===== config.mk =====
export PLATFORM = sky130hd
export DESIGN_NAME = lvds_panel_power_seq
export DESIGN_NICKNAME = d
export VERILOG_FILES = /design/src/rtl/lvds_panel_power_seq.sv
export SDC_FILE = /design/constraint.sdc
export NUM_CORES = 1
export LEC_CHECK = 0
export ABC_AREA = 0
export CORE_ASPECT_RATIO = 2
export CORE_MARGIN = 10
export CORE_UTILIZATION = 60
export DETAILED_ROUTE_END_ITERATION = 8
export DONT_BUFFER_PORTS = 1
export PLACE_DENSITY = 0.87
export SLEW_MARGIN = 20
export SYNTH_ARGS = -nofsm -noshare
export SYNTH_HDL_FRONTEND = slang
export SYNTH_SLANG_ARGS = --single-unit

===== constraint.sdc =====
create_clock -name clk_clk -period 3.3 [get_ports clk_clk]
set_clock_uncertainty 0.05 [all_clocks]
set_input_delay 0.495 -clock clk_clk [delete_from_list [all_inputs] [get_ports clk_clk]]
set_output_delay 0.495 -clock clk_clk [all_outputs]
set_load 0.1 [all_outputs]

===== src/rtl/lvds_panel_power_seq.sv =====
// Power/enable sequencer for an LVDS LCD panel: VDD -> LVDS -> backlight on the way up,
// reverse order on the way down, with an underflow watchdog. Optional PWM via LVDS_BL_PWM_EN.
module lvds_panel_power_seq #(
  parameter int CW         = 24,
  parameter int T_VDD_LVDS = 4,
  parameter int T_LVDS_BL  = 3,
  parameter int T_BL_LVDS  = 2,
  parameter int T_LVDS_VDD = 2,
  parameter int T_OFF_MIN  = 5,
  parameter int UF_LIMIT   = 8,
  parameter int PWM_DIV    = 1
) (
  input  logic       clk_clk,
  input  logic       reset_reset_n,
  input  logic       panel_en,
  input  logic       vid_underflow,
  input  logic [7:0] brightness,
  output logic       panel_vdd_en,
  output logic       lvds_tx_en,
  output logic       bl_en,
  output logic       bl_pwm,
  output logic       panel_ready,
  output logic       fault,
  output logic [2:0] state_o
);

  localparam logic [2:0] S_OFF      = 3'd0;
  localparam logic [2:0] S_VDD_UP   = 3'd1;
  localparam logic [2:0] S_LVDS_UP  = 3'd2;
  localparam logic [2:0] S_ON       = 3'd3;
  localparam logic [2:0] S_BL_DN    = 3'd4;
  localparam logic [2:0] S_LVDS_DN  = 3'd5;
  localparam logic [2:0] S_OFF_WAIT = 3'd6;

  localparam int UW = $clog2(UF_LIMIT + 1);

  localparam logic [CW-1:0] LD_VDD_LVDS = CW'(T_VDD_LVDS - 1);
  localparam logic [CW-1:0] LD_LVDS_BL  = CW'(T_LVDS_BL - 1);
  localparam logic [CW-1:0] LD_BL_LVDS  = CW'(T_BL_LVDS - 1);
  localparam logic [CW-1:0] LD_LVDS_VDD = CW'(T_LVDS_VDD - 1);
  localparam logic [CW-1:0] LD_OFF_MIN  = CW'(T_OFF_MIN - 1);

  logic [2:0]    state, state_nxt;
  logic [CW-1:0] cnt, cnt_nxt, cnt_dec;
  logic [UW-1:0] uf_cnt, uf_cnt_nxt;
  logic          fault_nxt;
  logic          uf_hit, uf_trip;

  assign cnt_dec = (cnt == '0) ? cnt : cnt - 1'b1;

  // Trip fires on the cycle whose underflow would bring the run length to UF_LIMIT.
  assign uf_hit  = (state == S_ON) && vid_underflow;
  assign uf_trip = uf_hit && (uf_cnt >= UW'(UF_LIMIT - 1));

  always_comb begin
    uf_cnt_nxt = '0;
    if (uf_hit) begin
      uf_cnt_nxt = (uf_cnt == UW'(UF_LIMIT)) ? uf_cnt : uf_cnt + 1'b1;
    end
  end

  always_comb begin
    state_nxt = state;
    cnt_nxt   = cnt_dec;
    fault_nxt = fault;
    case (state)
      S_OFF: begin
        cnt_nxt = '0;
        if (!panel_en) begin
          fault_nxt = 1'b0;
        end else if (!fault) begin
          state_nxt = S_VDD_UP;
          cnt_nxt   = LD_VDD_LVDS;
        end
      end
      S_VDD_UP: begin
        if (!panel_en) begin
          state_nxt = S_OFF_WAIT;
          cnt_nxt   = LD_OFF_MIN;
        end else if (cnt == '0) begin
          state_nxt = S_LVDS_UP;
          cnt_nxt   = LD_LVDS_BL;
        end
      end
      S_LVDS_UP: begin
        if (!panel_en) begin
          state_nxt = S_LVDS_DN;
          cnt_nxt   = LD_LVDS_VDD;
        end else if (cnt == '0) begin
          state_nxt = S_ON;
        end
      end
      S_ON: begin
        if (!panel_en || uf_trip) begin
          state_nxt = S_BL_DN;
          cnt_nxt   = LD_BL_LVDS;
        end
        if (uf_trip) fault_nxt = 1'b1;
      end
      S_BL_DN: begin
        if (cnt == '0) begin
          state_nxt = S_LVDS_DN;
          cnt_nxt   = LD_LVDS_VDD;
        end
      end
      S_LVDS_DN: begin
        if (cnt == '0) begin
          state_nxt = S_OFF_WAIT;
          cnt_nxt   = LD_OFF_MIN;
        end
      end
      S_OFF_WAIT: begin
        if (cnt == '0) state_nxt = S_OFF;
      end
      default: begin
        state_nxt = S_OFF_WAIT;
        cnt_nxt   = LD_OFF_MIN;
      end
    endcase
  end

  always_ff @(posedge clk_clk or negedge reset_reset_n) begin
    if (!reset_reset_n) begin
      state  <= S_OFF;
      cnt    <= '0;
      uf_cnt <= '0;
      fault  <= 1'b0;
    end else begin
      state  <= state_nxt;
      cnt    <= cnt_nxt;
      uf_cnt <= uf_cnt_nxt;
      fault  <= fault_nxt;
    end
  end

  // Enables decode straight from the state register so a reset drops them immediately.
  always_comb begin
    panel_vdd_en = 1'b0;
    lvds_tx_en   = 1'b0;
    bl_en        = 1'b0;
    case (state)
      S_VDD_UP:  panel_vdd_en = 1'b1;
      S_LVDS_UP: begin panel_vdd_en = 1'b1; lvds_tx_en = 1'b1; end
      S_ON:      begin panel_vdd_en = 1'b1; lvds_tx_en = 1'b1; bl_en = 1'b1; end
      S_BL_DN:   begin panel_vdd_en = 1'b1; lvds_tx_en = 1'b1; end
      S_LVDS_DN: panel_vdd_en = 1'b1;
      default: ;
    endcase
  end

  assign panel_ready = (state == S_ON);
  assign state_o     = state;

`ifdef LVDS_BL_PWM_EN
  localparam int DW = (PWM_DIV > 1) ? $clog2(PWM_DIV) : 1;

  logic [DW-1:0] div_cnt;
  logic [7:0]    pwm_cnt;
  logic          pwm_q;

  // PWM counter starts from zero every time the backlight is switched on.
  always_ff @(posedge clk_clk or negedge reset_reset_n) begin
    if (!reset_reset_n) begin
      div_cnt <= '0;
      pwm_cnt <= '0;
      pwm_q   <= 1'b0;
    end else begin
      pwm_q <= bl_en & (pwm_cnt < brightness);
      if (!bl_en) begin
        div_cnt <= '0;
        pwm_cnt <= '0;
      end else if (div_cnt == DW'(PWM_DIV - 1)) begin
        div_cnt <= '0;
        pwm_cnt <= pwm_cnt + 8'd1;
      end else begin
        div_cnt <= div_cnt + 1'b1;
      end
    end
  end

  assign bl_pwm = pwm_q;
`else
  logic unused_brightness;
  assign unused_brightness = ^brightness;
  assign bl_pwm = bl_en;
`endif

endmodule


==> results.md, run 1 <==
- At the end of routability-driven placement, the weighted congestion stood at 0.901.
- By startpoint and endpoint, the worst setup path is classified as reg2reg.
- The total half-perimeter wirelength after legalization and detailed placement is 3480 um.
- The beginning of the worst register-to-register path is cnt[5]$_DFF_PN0_.
- The remaining antenna violation count after routing is 0.
- The maximum net fanout on the critical path is 9.
- Clock-pin slew was measured on the worst setup and hold paths at 0.07 ns.
- Once routing completed, OpenROAD measured the worst setup slack at 0.821 ns.
- In this run the most critical hold path is launched from panel_en.
- The power density relative to cell area is 843 mW/mm^2.
- The initial utilization of the core area, before any placement, comes to 61.4%.
- The utilization after layout is 67.3%.
- The number of flops mapped to enable cells by yosys is 0.
- The number of rows in the core area is 30.
- The total negative setup slack is 0 ns.
- STA classifies the critical path endpoint as a flop.
- The number of buffers created by CTS is 5.
- The core region is 0.00338 sq mm.
- The total chip power is 0.00192 W.
- The non-filler instance count after layout is 280.
- After synthesis, flip-flops and latches occupy 38.6% of the total area.
- The overflow left after global routing is 0.
- The number of antenna diodes in the final layout is 0.
- For the pin with the worst max-slew slack, the measured transition is 0.687 ns.
- The via count of the first global-routing pass is 1829.
- At the placement stage, the worst setup path has a slack of 0.871 ns.
- The detailed router's first-iteration violation count is 36.
- Summed over all layers, the routed wires come to 4910 um.
- Buffers placed on the I/O ports in this run total 0.
- The share of synthesized area in the top cell type comes to 38.6%.
- After detailed routing, the number of remaining DRC violations is 0.
- Global routing used 16.4% of the available tracks.
- The share of total power in sequential cells is 36.3%.
- The total net switching power is 0.000872 W.
- The path category of the worst min-delay check is in2reg.
- Net switching is 45.5% of the power.
- The wire length per cell after detailed routing is 17.5 um.
- A synthesized cell averages 8.53 sq um.
- The biggest area contributor in the post-synthesis netlist is sky130_fd_sc_hd__dfrtp_1.
- For this block, the via count after detailed routing is 1874.
- The first global-routing pass estimated 8110 um of wire.
- Once the clock tree was built, the setup fixing pass inserted 0 buffers.
- Across the VDD grid, the largest voltage drop is 0.718 mV.
- The dominant synthesized flop cell is sky130_fd_sc_hd__dfrtp_1.
- In the post-synthesis netlist, the biggest area contributors are sky130_fd_sc_hd__dfrtp_1 39%, sky130_fd_sc_hd__nor2_1 6.2%, sky130_fd_sc_hd__a21oi_1 4.3%, sky130_fd_sc_hd__or4_1 3.3%, sky130_fd_sc_hd__ha_1 3.0%.
- Setup violations remaining at the end of the flow were counted as 0.
- The depth of the most critical reg-to-reg path is 4.
- The die is 61.6 um wide.
- The worst pin sits at a relative slew slack of 53.8%.
- At the worst endpoint, the arrival time is 2.64 ns.
- Measured along the y axis, the die boundary spans 103 um.
- The final period demand of the worst path is 2.48 ns.
- Of the total power, combinational logic draws 46.4%.
- The pre-antenna-repair detailed-routing pass consisted of 4 iterations.
- The later pin in the worst-skew pair is clocked with a latency of 0.29 ns.
- In the finished design, the share of the clock period the worst path needs comes to 75.1%.
- The worst hold path terminates at fault$_DFFE_PN0P_.
- The run finished with clean final reports.
- In this run the number of H-tree levels came out at 2.
- The final hold violation count is 0.
- The number of cells after detailed placement is 271.
- The number of nets in the synthesized netlist is 260.
- The initial antenna violation count is 0.
- During synthesis, Yosys emitted a total of 0 warnings.
- The depth of the worst hold-timing path is 2.
- The share of power burned in the clock network is 17.2%.
- Leaving out fill and tap cells, the most frequent cells in the layout are 33 x sky130_fd_sc_hd__nor2_1, 32 x sky130_fd_sc_hd__dfrtp_1, 18 x sky130_fd_sc_hd__a21oi_1, 12 x sky130_fd_sc_hd__nand2_1, 12 x sky130_fd_sc_hd__buf_4.
- STA classifies the critical path startpoint as a flop.
- Of the cells placed in the final design, the portion with a size suffix greater than 1 is 11.7%.
- The library cell used most frequently in the layout, excluding fill and tap cells, is sky130_fd_sc_hd__nor2_1.
- The number of max-capacitance violations reported is 0.
- The die covers 0.00635 sq mm.
- The worst register-to-register path ends at cnt[21]$_DFF_PN0_.
- In this run the clock root is driven by a sky130_fd_sc_hd__clkbuf_8.
- The clock net in this run drives a total of 32 sinks.
- Setup repair after global routing left no endpoint under its margin.
- Pin placement for this block handled 21 I/O pins.
- The achievable frequency is 403 MHz.
- STA puts the critical path data required time at 3.46 ns.
- In the routed layout, each cell is associated on average with a via count of 6.69.
- In the synthesized netlist the async set-or-reset flop fraction comes to 100%.
- The synthesized netlist occupies a cell area of 0.00207 sq mm.
- The number of buffers on the longest clock path is 2.
- In the final design database the tool counted 265 nets.
- After synthesis the netlist holds a flip-flop and latch count of 32.
- The area growth from synthesis to layout is 9.72%.
- The slack of the worst reg-to-reg path is 0.82 ns.
- The maximum number of pins on one net before global-route repair is 33.
- The internal portion of total power is 0.00105 W.
- The max-slew violation count is 0.
- The leakage dissipation is 0.944 nW.
- The synthesized netlist contains 47 unique library cells.
- Counting every instance in the synthesized netlist gives 243.
- The TritonCTS clock tree is done.
flip-flops by register name, summed over array words and instances, names as in the netlist:
name	flops
cnt	24
state_o	3
fault	1
uf_cnt	4
metal layers:
layer | track usage, % | wire, um | up-vias
met4 | 8.65 | 86 | 0
met1 | 15.7 | 1870 | 928
met3 | 3.08 | 165 | 8
met2 | 30.8 | 2790 | 49
li1 | - | - | 889
met5 | 0 | 0 | -
area by class of cell:
class | count | area (sq um)
Multi-Input combinational cell | 183 | 1160
Fill cell | 283 | 1100
Sequential cell | 32 | 801
Timing Repair Buffer | 15 | 140
Clock buffer | 7 | 96.3
Inverter | 11 | 41.3
Tap cell | 32 | 40.0
synthesized netlist by cell type, types with 2 or more instances:
cell type,n
sky130_fd_sc_hd__nor3_1,9
sky130_fd_sc_hd__or2_2,3
sky130_fd_sc_hd__dfrtp_1,32
sky130_fd_sc_hd__xor2_1,7
sky130_fd_sc_hd__clkbuf_1,13
sky130_fd_sc_hd__mux2i_1,3
sky130_fd_sc_hd__nand2b_1,2
sky130_fd_sc_hd__nand3_1,8
sky130_fd_sc_hd__nand2_1,12
sky130_fd_sc_hd__nand4_1,3
sky130_fd_sc_hd__a32oi_1,2
sky130_fd_sc_hd__o41ai_1,2
sky130_fd_sc_hd__nand3b_1,3
sky130_fd_sc_hd__o2111ai_1,4
sky130_fd_sc_hd__a311o_1,2
sky130_fd_sc_hd__o211ai_1,5
sky130_fd_sc_hd__inv_1,10
sky130_fd_sc_hd__nor2b_1,5
sky130_fd_sc_hd__or4_1,9
sky130_fd_sc_hd__a31oi_1,2
sky130_fd_sc_hd__buf_4,2
sky130_fd_sc_hd__o31ai_1,4
sky130_fd_sc_hd__nor4_1,4
sky130_fd_sc_hd__ha_1,5
sky130_fd_sc_hd__a21oi_1,18
sky130_fd_sc_hd__nor4b_1,2
sky130_fd_sc_hd__nor2_1,34
sky130_fd_sc_hd__o21ai_0,10
sky130_fd_sc_hd__or3_1,4
sky130_fd_sc_hd__xnor2_1,7
critical path: stages (launching register included):
cell	delay, ns
sky130_fd_sc_hd__dfrtp_1	0.41
sky130_fd_sc_hd__or4_4	0.59
sky130_fd_sc_hd__or4_1	0.66
sky130_fd_sc_hd__or4_1	0.52
sky130_fd_sc_hd__a21oi_1	0.16
what timing repair did:
action	CTS	global route
hold buffers	2	0
resized for setup	0	0
hold endpoints to repair	32	0
cell families (layout without fill, tap and decap cells):
group	count (synthesis)	after routing	share of synthesized area [%]
buffers and inverters	28	33	5.85
DFF	32	32	38.6
xor gates and xnor gates	14	14	5.91
and+or+nand+nor	106	106	27.5
adders and majority gates	5	5	3.02
AOI/OAI and AO/OA	55	55	17.6
muxes	3	3	1.45
per-stage QoR:
stage	hold WS, ns	area [sq um]
CTS	0.295	2270
global placement	0.151	2150
global route	0.319	2270
finish	0.296	2270
detailed placement	0.151	2150
floorplan	0.149	2080
worst max path at each step:
stage / start / end / cells past startpoint
after global routing: cnt[16]$_DFF_PN0_ / cnt[2]$_DFF_PN0_ / 6
final: cnt[5]$_DFF_PN0_ / cnt[21]$_DFF_PN0_ / 4
after floorplan: state_o[1]$_DFFE_PN0P_ / bl_pwm / 3
after CTS: cnt[5]$_DFF_PN0_ / cnt[21]$_DFF_PN0_ / 4
after detailed placement: cnt[5]$_DFF_PN0_ / cnt[21]$_DFF_PN0_ / 4
after global placement: cnt[5]$_DFF_PN0_ / cnt[0]$_DFF_PN0_ / 7
power groups by stage:
stage / logic, W / clock network [W] / registers, W
floorplan: 0.000677 / 0 / 0.000677
global placement: 0.000826 / 0 / 0.000691
detailed placement: 0.000856 / 0 / 0.000700
CTS: 0.000880 / 0.000333 / 0.000693
global route: 0.000976 / 0.000346 / 0.000720
finish: 0.000891 / 0.000330 / 0.000697
No activity file was read; power rests on OpenSTA's default activity.
==> inputs of run 2 (changes only) <==
- CORE_UTILIZATION: 60 -> 57
- PLACE_DENSITY: 0.87 -> 0.86
- clock period: 3.3 -> 2.2 ns (I/O delays scaled with it)
==> run 2 against run 1 <==
The run now ends with negative setup slack left. Global-route usage grew 0.24 points. Design area rose by 23%. Worst hold slack worse by 0.16 ns. Core utilization increased by 11 points. Power is 90% higher. Sequential cell count unchanged. Critical path type unchanged. Highest routed layer unchanged.
==> results.md, run 2 (synthesized netlist as in run 1, its figures left out) <==
- The post-route DRC violation count is 0 (unchanged).
- The via count of the first global-routing pass is 2046 (+12%).
- The clock edge transition at the registers on the reported setup and hold paths is 0.07 ns (about the same).
- The maximum number of pins on one net before global-route repair came to 33 (unchanged).
- The min-delay analysis places its worst path in the category in2reg.
- The sequential standard cell area is 805 sq um (+0.47%).
- The flip-flop count of the largest register after layout came to 24 (unchanged).
- The count of input and output buffers is 0 (unchanged).
- The critical path starts at cnt[8]$_DFF_PN0_.
- The number of cells after detailed placement came to 307 (+13%).
- The remaining antenna violation count after routing was 0 (unchanged).
- The transition time at the pin with the least slew margin is 0.460 ns (-0.227 ns).
- The multi-input logic area is 0.00137 sq mm (+19%).
- The non-filler instance count after layout is 326 (+16%).
- The final period demand of the worst path was 2.25 ns (-0.230 ns).
- The beginning of the worst register-to-register path is cnt[8]$_DFF_PN0_.
- The final reports fail on negative setup slack.
- From synthesis to final layout, the design area changed by 35.1%.
- The internal portion of total power is 0.00203 W (+94%).
- The share of power burned in the clock network is 15.6% (-1.6 points).
- Setup repair after global routing could not meet its margin everywhere.
- The floorplan die height is 105 um (+2.1%).
- The switching share of total power is 44.3% (-1.1 points).
- The number of max-capacitance violations reported is 0 (unchanged).
- The worst hold path begins at panel_en.
- The total half-perimeter wirelength after legalization and detailed placement was 3850 um (+11%).
- The number of buffers on the longest clock path is 2 (unchanged).
- The net count reported at finish is 293 (+11%).
- The global routing usage summed across all routing layers is 16.7% (+0.24 points).
- The nature of the critical path startpoint is a flop.
- The area of all placed cells without fillers is 0.00280 sq mm (+23%).
- The leakage dissipation was 1.14 nW (+21%).
- STA classifies the critical path endpoint as a flop.
- The initial antenna violation count is 0 (unchanged).
- The most common cell after layout, fill and taps aside is sky130_fd_sc_hd__buf_4.
- The placed standard-cell area came to 0.00237 sq mm (+10%).
- The insertion delay to the later sink of the worst-skew pair is 0.29 ns (about the same).
- The count of H-tree levels built during CTS is 2 (unchanged).
- The wire length per cell after detailed routing came to 18.7 um (+6.6%).
- The maximum resistive drop on vdd is 1.02 mV (+42%).
- The I/O pin total was 21 (unchanged).
- The register with the most flip-flops in the final layout is cnt.
- The final hold violation count is 0 (unchanged).
- The number of vias after detailed routing is 2048 (+9.3%).
- The number of detailed-route iterations in the first pass came to 4 (unchanged).
- The flow ran to the end, but the final reports show violations.
- The detailed router's first-iteration violation count is 84 (+130%).
- The initial standard-cell utilization of the core is 58.1% (-3.3 points).
- The total of fill cells in the finished design came to 234 (-17%).
- The fraction of the cycle the final worst path needs was 102% (+27 points).
- The number of antenna cells inserted is 0 (unchanged).
- The number of buffers created by CTS is 5 (unchanged).
- The placeable core region is 0.00357 sq mm (+5.6%).
- The category of the critical setup timing path is reg2reg.
- The routed wire length came to 6100 um (+24%).
- The worst slew margin relative to its limit is 69.1% (+15 points).
- The portion of total power attributed to combinational logic is 56.6% (+10 points).
- The final worst slack was -0.0493 ns (-0.870 ns).
- The setup-violating endpoint count in the final report is 14 (+14).
- The overflow left after global routing was 0 (unchanged).
- The via-per-instance ratio is 6.28 (-6.1%).
- The required time at the worst-slack endpoint is 2.31 ns (-1.15 ns).
- The share of total power in sequential cells came to 27.8% (-8.5 points).
- The maximum net fanout on the critical path came to 6 (-3).
- The power density relative to cell area came to 1300 mW/mm^2 (+54%).
- The achievable frequency was 445 MHz (+10%).
- Leaving out fill and tap cells, the most frequent cells in the layout are 33 x sky130_fd_sc_hd__buf_4, 29 x sky130_fd_sc_hd__dfrtp_1, 18 x sky130_fd_sc_hd__nor2_1, 11 x sky130_fd_sc_hd__nand2_1, 10 x sky130_fd_sc_hd__inv_1.
- The total chip power came to 0.00364 W (+90%).
- The number of rows in the core area is 31 (+3.3%).
- The first-pass GRT wire length is 9090 um (+12%).
- The max-slew violation count came to 0 (unchanged).
- TritonCTS built the clock tree.
- The critical path data arrival time is 2.36 ns (-0.28 ns).
- The routability congestion estimate from global placement is 0.838 (-6.9%).
- The root buffer selected by CTS is sky130_fd_sc_hd__clkbuf_8.
- The die width is 62.6 um (+1.8%).
- The total net switching power is 0.00162 W (+85%).
- The full die area is 0.00660 sq mm (+3.9%).
- The layout cell share with drive strength beyond 1 came to 34.7% (+23 points).
- The number of clock sinks is 32 (unchanged).
[run 2: cell types whose count changed in the layout (fill, tap and decap cells not counted), sizes merged]
cell    before  now
bufinv       0    1
clkbuf       7    8
buf         14   40
clkinv       1    2
[run 2: final timing paths]
kind / endpoint / slack [ns] / cells past startpoint
worst max-delay path: cnt[13]$_DFF_PN0_ / -0.05 / 8
worst min-delay path: fault$_DFFE_PN0P_ / 0.14 / 2
worst max register to register: cnt[13]$_DFF_PN0_ / -0.05 / 8
worst min register to register: uf_cnt[1]$_DFFE_PN0P_ / 0.54 / 2
max in group asynchronous: state_o[2]$_DFFE_PN0P_ / 1.47 / 2
min in group asynchronous: cnt[8]$_DFF_PN0_ / 0.43 / 2
[run 2: stage by stage]
step | setup slack [ns] | util [%] | setup TNS (ns) | hold WS, ns
after CTS | 0.00243 | 70.4 | 0 | 0.126
after floorplan | -0.0580 | - | -0.169 | -0.0156
final | -0.0493 | 78.5 | -0.328 | 0.139
after global placement | 0.0330 | 66.3 | 0 | -0.0142
after global routing | -0.104 | 78.5 | -1.53 | 0.146
after detailed placement | 0.0116 | 66.3 | 0 | -0.0141
[run 2: repair_timing]
action	4_1_cts	5_1_grt
endpoints found under the setup margin	2	26
cloned	0	4
gates resized for setup	2	49
pin swaps	0	10
setup buffers	0	5
endpoints found under the hold margin	32	0
hold buffers	2	0
[run 2: cell type report]
class                      count  share of cell area (%)
tap                           49                    2.19
clock inverter                 2                    1.25
timing repair buffer          43                    14.8
sequential                    32                    28.7
multi-input combinational    183                    49.0
clock buffer                   6                    2.59
inverter                      11                    1.47
[run 2: power groups by stage]
stage / Sequential, W / Combinational (W) / Clock [W]
4_1_cts: 0.000987 / 0.00169 / 0.000576
3_3_place_gp: 0.000989 / 0.00159 / 0
5_1_grt: 0.00105 / 0.00221 / 0.000598
6_report: 0.00101 / 0.00206 / 0.000568
2_1_floorplan: 0.00102 / 0.00105 / 0
3_5_place_dp: 0.000997 / 0.00165 / 0
[run 2: metal layers]
metal  share of wire (%)  up-vias  global-route usage (%)
met3                 4.3       25                    2.76
met4                 5.1        0                    11.9
met1                  35      992                    15.1
met2                  56       79                    32.0
met5                   0        -                       0
li1                    -      952                       -
[run 2: critical path, stage by stage, from the launching register on]
cell and delay [ns]:
sky130_fd_sc_hd__dfrtp_1 0.38, sky130_fd_sc_hd__or4_4 0.59, sky130_fd_sc_hd__nor4b_4 0.27, sky130_fd_sc_hd__buf_4 0.18, sky130_fd_sc_hd__a21oi_2 0.05, sky130_fd_sc_hd__o211ai_1 0.16
sky130_fd_sc_hd__buf_4 0.21, sky130_fd_sc_hd__clkbuf_16 0.19, sky130_fd_sc_hd__a21oi_2 0.04
==> inputs of run 3 (changes only) <==
- GPL_ROUTABILITY_DRIVEN: not set -> 0
==> results of run 3 <==
Same layout as run 2: the final DEF is identical, and so are final timing and power.
